File: src/rtl/sine_pkg.sv
// sine_pkg: shared sine-lookup geometry and sequencer FSM states.
package sine_pkg;
   localparam int SINE_ARG_WIDTH    = 13;
   localparam int SINE_RESULT_WIDTH = 18;
   localparam int SINE_LATENCY      = 3;
   typedef enum logic [1:0] {
      ST_IDLE  = 2'd0,
      ST_ISSUE = 2'd1,
      ST_DRAIN = 2'd2
   } state_e;
endpackage

File: src/rtl/voice_ram.sv
// voice_ram: per-voice phase/frequency storage; the read port advances the phase it reads.
module voice_ram
   import sine_pkg::*;
#(
   parameter int NUM_VOICES  = 8,
   parameter int PHASE_WIDTH = 24
) (
   input  logic                          clk_i,
   input  logic                          rst_ni,
   input  logic                          rd_en_i,
   input  logic [$clog2(NUM_VOICES)-1:0] rd_idx_i,
   output logic [SINE_ARG_WIDTH-1:0]     rd_arg_o,
   input  logic                          wr_en_i,
   input  logic [$clog2(NUM_VOICES)-1:0] wr_idx_i,
   input  logic [PHASE_WIDTH-1:0]        wr_freq_i,
   input  logic                          wr_phase_rst_i
);
   localparam int VW = $clog2(NUM_VOICES);
   logic [PHASE_WIDTH-1:0] phase_q [NUM_VOICES];
   logic [PHASE_WIDTH-1:0] freq_q  [NUM_VOICES];
   assign rd_arg_o = phase_q[rd_idx_i][PHASE_WIDTH-1 -: SINE_ARG_WIDTH];
   // Reads see pre-edge contents; a phase reset wins over the accumulate.
   always_ff @(posedge clk_i or negedge rst_ni) begin
      if (!rst_ni) begin
         for (int v = 0; v < NUM_VOICES; v++) begin
            phase_q[v] <= '0;
            freq_q[v]  <= '0;
         end
      end else begin
         for (int v = 0; v < NUM_VOICES; v++) begin
            if (wr_en_i && wr_idx_i == VW'(v)) freq_q[v] <= wr_freq_i;
            if (wr_en_i && wr_phase_rst_i && wr_idx_i == VW'(v)) phase_q[v] <= '0;
            else if (rd_en_i && rd_idx_i == VW'(v)) phase_q[v] <= phase_q[v] + freq_q[v];
         end
      end
   end
endmodule

File: src/rtl/oscillator_sequencer.sv
// oscillator_sequencer: sweeps time-multiplexed phase accumulators through a shared
// pipelined sine lookup, tagging each argument so results come back labelled.
module oscillator_sequencer
   import sine_pkg::*;
#(
   parameter int NUM_VOICES  = 8,
   parameter int PHASE_WIDTH = 24
) (
   input  logic                                i_Clock,
   input  logic                                i_Reset_n,
   input  logic                                i_SampleStrobe,
   input  logic                                i_VoiceWrite,
   input  logic [$clog2(NUM_VOICES)-1:0]       i_VoiceIndex,
   input  logic [PHASE_WIDTH-1:0]              i_FrequencyWord,
   input  logic                                i_PhaseReset,
   output logic [SINE_ARG_WIDTH-1:0]           o_Argument,
   input  logic signed [SINE_RESULT_WIDTH-1:0] i_SineResult,
   output logic signed [SINE_RESULT_WIDTH-1:0] o_Sample,
   output logic [$clog2(NUM_VOICES)-1:0]       o_SampleVoice,
   output logic                                o_SampleValid,
   output logic                                o_Busy,
   output logic                                o_Overrun
);
   localparam int VW = $clog2(NUM_VOICES);
   typedef struct packed {
      logic          v;
      logic [VW-1:0] idx;
   } tag_t;
   state_e                              state_q, state_d;
   logic [VW-1:0]                       voice_q, svoice_q;
   tag_t                                tag_q [SINE_LATENCY+1];
   logic [SINE_ARG_WIDTH-1:0]           rd_arg, arg_q;
   logic signed [SINE_RESULT_WIDTH-1:0] sample_q;
   logic                                valid_q, busy_q, overrun_q;
   logic                                issue, last_issue, last_tag;
   always_comb begin
      issue      = state_q == ST_ISSUE;
      last_issue = issue && voice_q == VW'(NUM_VOICES-1);
      last_tag   = tag_q[SINE_LATENCY].v && tag_q[SINE_LATENCY].idx == VW'(NUM_VOICES-1);
      state_d    = state_q == ST_IDLE  ? (i_SampleStrobe ? ST_ISSUE : ST_IDLE) :
                   state_q == ST_ISSUE ? (last_issue ? ST_DRAIN : ST_ISSUE) :
                                         (last_tag ? ST_IDLE : ST_DRAIN);
   end
   voice_ram #(
      .NUM_VOICES (NUM_VOICES),
      .PHASE_WIDTH(PHASE_WIDTH)
   ) u_voice_ram (
      .clk_i         (i_Clock),
      .rst_ni        (i_Reset_n),
      .rd_en_i       (issue),
      .rd_idx_i      (voice_q),
      .rd_arg_o      (rd_arg),
      .wr_en_i       (i_VoiceWrite),
      .wr_idx_i      (i_VoiceIndex),
      .wr_freq_i     (i_FrequencyWord),
      .wr_phase_rst_i(i_PhaseReset)
   );
   // Tag stage k lines up with the lookup result k cycles after the argument register.
   always_ff @(posedge i_Clock or negedge i_Reset_n) begin
      if (!i_Reset_n) begin
         state_q   <= ST_IDLE;
         voice_q   <= '0;
         arg_q     <= '0;
         sample_q  <= '0;
         svoice_q  <= '0;
         valid_q   <= 1'b0;
         busy_q    <= 1'b0;
         overrun_q <= 1'b0;
         for (int k = 0; k <= SINE_LATENCY; k++) tag_q[k] <= '0;
      end else begin
         state_q   <= state_d;
         voice_q   <= issue ? voice_q + 1'b1 : '0;
         busy_q    <= state_d != ST_IDLE;
         overrun_q <= i_SampleStrobe && state_q != ST_IDLE;
         if (issue) arg_q <= rd_arg;
         tag_q[0] <= '{v: issue, idx: voice_q};
         for (int k = 1; k <= SINE_LATENCY; k++) tag_q[k] <= tag_q[k-1];
         valid_q <= tag_q[SINE_LATENCY].v;
         if (tag_q[SINE_LATENCY].v) begin
            sample_q <= i_SineResult;
            svoice_q <= tag_q[SINE_LATENCY].idx;
         end
      end
   end
   assign o_Argument    = arg_q;
   assign o_Sample      = sample_q;
   assign o_SampleVoice = svoice_q;
   assign o_SampleValid = valid_q;
   assign o_Busy        = busy_q;
   assign o_Overrun     = overrun_q;
endmodule
File: config.mk
export PLATFORM = sky130hd
export DESIGN_NAME = oscillator_sequencer
export DESIGN_NICKNAME = d
export VERILOG_FILES = /design/src/rtl/sine_pkg.sv /design/src/rtl/voice_ram.sv /design/src/rtl/oscillator_sequencer.sv
export SDC_FILE = /design/constraint.sdc
export NUM_CORES = 1
export LEC_CHECK = 0
export CAP_MARGIN = 20
export CORE_MARGIN = 3
export CORE_UTILIZATION = 30
export CTS_CLUSTER_SIZE = 28
export DETAILED_ROUTE_END_ITERATION = 10
export PLACE_DENSITY = 0.44
export SLEW_MARGIN = 20
export SYNTH_ARGS = -nofsm -noshare
export SYNTH_HDL_FRONTEND = slang
export SYNTH_SLANG_ARGS = --single-unit
File: constraint.sdc
create_clock -name i_Clock -period 3.6 [get_ports i_Clock]
set_input_delay 0.54 -clock i_Clock [delete_from_list [all_inputs] [get_ports i_Clock]]
set_output_delay 0.54 -clock i_Clock [all_outputs]
set_load 0.02 [all_outputs]
==> results of run 1 <==
## power groups by stage
| stage | registers [W] | clock network [W] | logic (W) |
|---|---|---|---|
| after floorplan | 0.00784 | 0 | 0.00949 |
| after global placement | 0.00834 | 0 | 0.0125 |
| after detailed placement | 0.00839 | 0 | 0.0125 |
| after CTS | 0.00832 | 0.00572 | 0.0126 |
| after global routing | 0.00848 | 0.00591 | 0.0141 |
| final | 0.00828 | 0.00555 | 0.0126 |
## path summary, 6_finish.rpt
check | start | endpoint | slack, ns | cells after the start
hold reg to reg | tag_q[15]$_DFF_PN0_ | tag_q[11]$_DFF_PN0_ | 0.34 | 0
min in group asynchronous | i_Reset_n | u_voice_ram.phase_q[77]$_DFFE_PN0P_ | 0.59 | 2
setup / recovery | u_voice_ram.freq_q[168]$_DFFE_PN0P_ | u_voice_ram.phase_q[186]$_DFFE_PN0P_ | 0.53 | 11
setup reg to reg | u_voice_ram.freq_q[168]$_DFFE_PN0P_ | u_voice_ram.phase_q[186]$_DFFE_PN0P_ | 0.53 | 11
hold / removal | tag_q[15]$_DFF_PN0_ | tag_q[11]$_DFF_PN0_ | 0.34 | 0
max in group asynchronous | i_Reset_n | u_voice_ram.freq_q[176]$_DFFE_PN0P_ | 2.01 | 4
## kinds of logic after synthesis
logic type	after synthesis
simple gates	729
compound gates	656
flops	442
mux	252
fa+ha+maj	198
buf+inv	140
xor+xnor	137
## routing by layer
layer  GRT usage  up-vias  share of wire
met1       0.248     9937           0.47
met4      0.0539        2          0.026
met5           0        -        0.00021
met3      0.0226      101          0.041
li1            -     9568              -
met2       0.296      360           0.46
## flip-flops by register name (all words and copies together), names as in the netlist
| register | count |
|---|---|
| o_Argument | 13 |
| o_SampleVoice | 3 |
| u_voice_ram.phase_q | 192 |
| o_Overrun | 1 |
| voice_q | 3 |
| u_voice_ram.freq_q | 192 |
| tag_q | 16 |
| o_Busy | 1 |
| o_SampleValid | 1 |
| o_Sample | 18 |
| state_q | 2 |
## area by class of cell
| cell class | count | area, um2 | area share |
|---|---|---|---|
| inverters | 45 | 169 | 0.00555 |
| flip-flops and latches | 442 | 11100 | 0.364 |
| well taps | 1144 | 1430 | 0.0470 |
| clock inverters | 22 | 188 | 0.00617 |
| multi-input cells | 1972 | 14500 | 0.477 |
| diodes | 4 | 10.0 | 0.000329 |
| clock buffers | 76 | 1620 | 0.0531 |
| repair buffers | 155 | 1450 | 0.0477 |
## stage by stage
| stage | cell area [um2] | total power [W] | util | setup WS (ns) | cells |
|---|---|---|---|---|---|
| floorplan | 26100 | 0.0173 | - | 0.781 | 2554 |
| global placement | 28600 | 0.0208 | 0.334 | 0.503 | 3757 |
| detailed placement | 28600 | 0.0209 | 0.334 | 0.531 | 3757 |
| CTS | 30400 | 0.0267 | 0.355 | 0.512 | 3856 |
| global route | 30400 | 0.0285 | 0.355 | 0.269 | 3856 |
| finish | 30400 | 0.0264 | 0.355 | 0.529 | 3860 |
## repair_timing
action,4_1_cts,5_1_grt
hold buffers,1,0
setup endpoints to repair,0,0
endpoints found under the hold margin,2,0
## placed cells by master (no fill, tap or decap), types with 17 or more instances in the layout
cell | netlist | final
a211oi_1 | 34 | 34
clkbuf_16 | 0 | 56
nor3_1 | 40 | 36
mux4_2 | 26 | 26
nand3_1 | 43 | 43
mux2_2 | 213 | 213
dfrtp_1 | 442 | 441
a22o_1 | 29 | 29
o21a_1 | 22 | 22
a21o_1 | 69 | 69
a31oi_1 | 40 | 40
xnor2_1 | 96 | 96
a21oi_1 | 241 | 241
o21ai_0 | 91 | 91
clkdlybuf4s50_1 | 0 | 83
nand2b_1 | 24 | 24
or3_1 | 20 | 20
o21bai_1 | 17 | 17
nand2_1 | 324 | 324
nor2b_1 | 23 | 23
nor2_1 | 163 | 160
xor2_1 | 41 | 41
buf_4 | 0 | 62
and3_1 | 24 | 24
inv_1 | 44 | 44
ha_1 | 190 | 190
## worst reg2reg max path, stage by stage (launching register included)
cell       delay [ns]
dfrtp_1          0.37
ha_1             0.23
fa_1             0.40
a21o_1           0.20
a2111oi_2        0.42
o21ai_1          0.16
a41oi_1          0.42
o211ai_1         0.19
a31oi_1          0.24
xnor2_1          0.15
nand2_1          0.08
a21oi_1          0.15
==> metrics.md, run 1 <==
| Metric | Value |
|---|---|
| Synth warn | `0` |
| RSZ-0062 raised after global routing | `no` |
| First-pass GRT wire length | `125,000 um` |
| Core footprint | `85,700 um2` |
| Cell variety after synth | `82` |
| Xor and xnor area share after synthesis | `0.0461` |
| Status | `finished, final reports clean` |
| Die area | `90,400 um2` |
| Post-DP HPWL | `57,000 um` |
| Fmax | `0.326 GHz` |
| Mux cell area share after synthesis | `0.120` |
| Cell Rows | `107` |
| Synth Cell Area | `roughly 26,000 um2` |
| Mapped Cells | `approximately 2.6k` |
| Yosys top cell area share | `0.425` |
| ANT nets after route | `0` |
| Number of buffers created by CTS | `between 50 and 60` |
| DRC | `0` |
| Routed vias | `~20k` |
| Final wirelength | `81,600 um` |
| Layout cells sized above 1 | `0.166` |
| Leak pwr | `around 14 nW` |
| Tmin final | `3.07 ns` |
| Dominant cells by area after synthesis | `dfrtp_1, mux2_2, ha_1` |
| Sink Count | `442` |
| Final hold vios | `0` |
| Synth Area in Compound Gates | `0.165` |
| CTS tree | `done` |
| Min-Delay Path Class | `reg2reg` |
| Total GRT Usage | `0.180` |
| Port bufs | `86` |
| Count leader, synth | `dfrtp_1` |
| Initial antenna violation count | `11` |
| Drt initial violations | `1,102` |
| Drt first pass iters | `5` |
| Top_reg_cell synth | `dfrtp_1` |
| CP max stage delay | `0.42 ns` |
| GR Overflow Total | `0` |
| Clock power share | `0.210` |
| Maximum capacitance violations | `0` |
| Synthesis-stage register bit count | `between 400 and 500` |
| Hold Slack | `0.345 ns` |
| Largest net degree at the start of global routing | `92` |
| Post_cts resized | `0` |
| Number of synthesized flops with an enable pin | `0` |
| Crit path launch type | `flop` |
| Final net count | `2,919` |
| Int Pwr | `between 0.015 and 0.02 W` |
| Final setup violation count | `0` |
| Synth area leader | `dfrtp_1` |
| H-tree depth | `2` |
| Clock Latency Late Sink | `0.62 ns` |
| Slowest-stage cell, CP | `a41oi_1` |
| Critical path arrival | `3.60 ns` |
| Die Width | `301 um` |
| Largest family of logic cells by synthesized area | `compound AO/OA/AOI/OAI gates` |
| Sw power | `0.0107 W` |
| Mean Syn Cell Area | `10.2 um2` |
| WP data required | `4.13 ns` |
| Endpoint type of the worst setup path | `flop` |
| Worst-Margin Slew | `1.10 ns` |
| Max clock buf depth | `3` |
| Setup tns final | `0 ns` |
| Area growth, synth to finish | `16.8%` |
| Vias in the first global route | `20.2k` |
| Root buf cell | `clkbuf_16` |
| Critical-path cell list | `ha_1 -> fa_1 -> a21o_1 -> a2111oi_2 -> o21ai_1 -> a41oi_1 -> o211ai_1 -> a31oi_1 -> xnor2_1 -> nand2_1 -> a21oi_1` |
| Max Slew Vio Count | `0` |
| Skew final | `0.0169 ns` |
| PwrDens | `around 870 nW/um2` |
| Initial core utilization | `0.304` |
| Tcrit/Tclk final | `0.853` |
| Boundary Pins | `87` |
| Worst path bufs/invs | `0` |
| Commonest cells post-synth | `dfrtp_1, nand2_1, a21oi_1, mux2_2, ha_1` |
| Simple-gate share of the synthesized area | `0.127` |
| Layout filler cell count | `8,661` |
| Gate power share | `0.477` |
| Net count after synthesis | `approximately 2.8k` |
| Asr flop ratio synth | `1.00` |
| Avg WL per Cell | `21.1 um` |
| VDD IR max | `0.000410 V` |
| Clk slew on worst S/H paths | `0.06 ns` |
| Reg power frac | `0.313` |
| Die Y-Extent | `about 300 um` |
| Crit path max fanout | `3` |
| Adder-Cell Fraction of Synth Area | `0.0974` |
| Via density | `5.17` |
| Post-CTS setup buffer count | `0` |
| Delay-heaviest family, CP | `compound AO/OA/AOI/OAI gates` |
| Part of the Yosys area used for sequential elements | `0.425` |
| Max_slew headroom | `0.262` |
| Gpl congestion | `~0.85` |
| Worst Path Class, Setup | `reg2reg` |
| Sw Ratio | `0.405` |
Power figures use the tool's default switching activity.
==> run 2: changes to the inputs <==
SKIP_LAST_GASP = 1   (was unset)
==> results of run 2 <==
No change in the layout: final DEF, timing and power equal those of run 1.
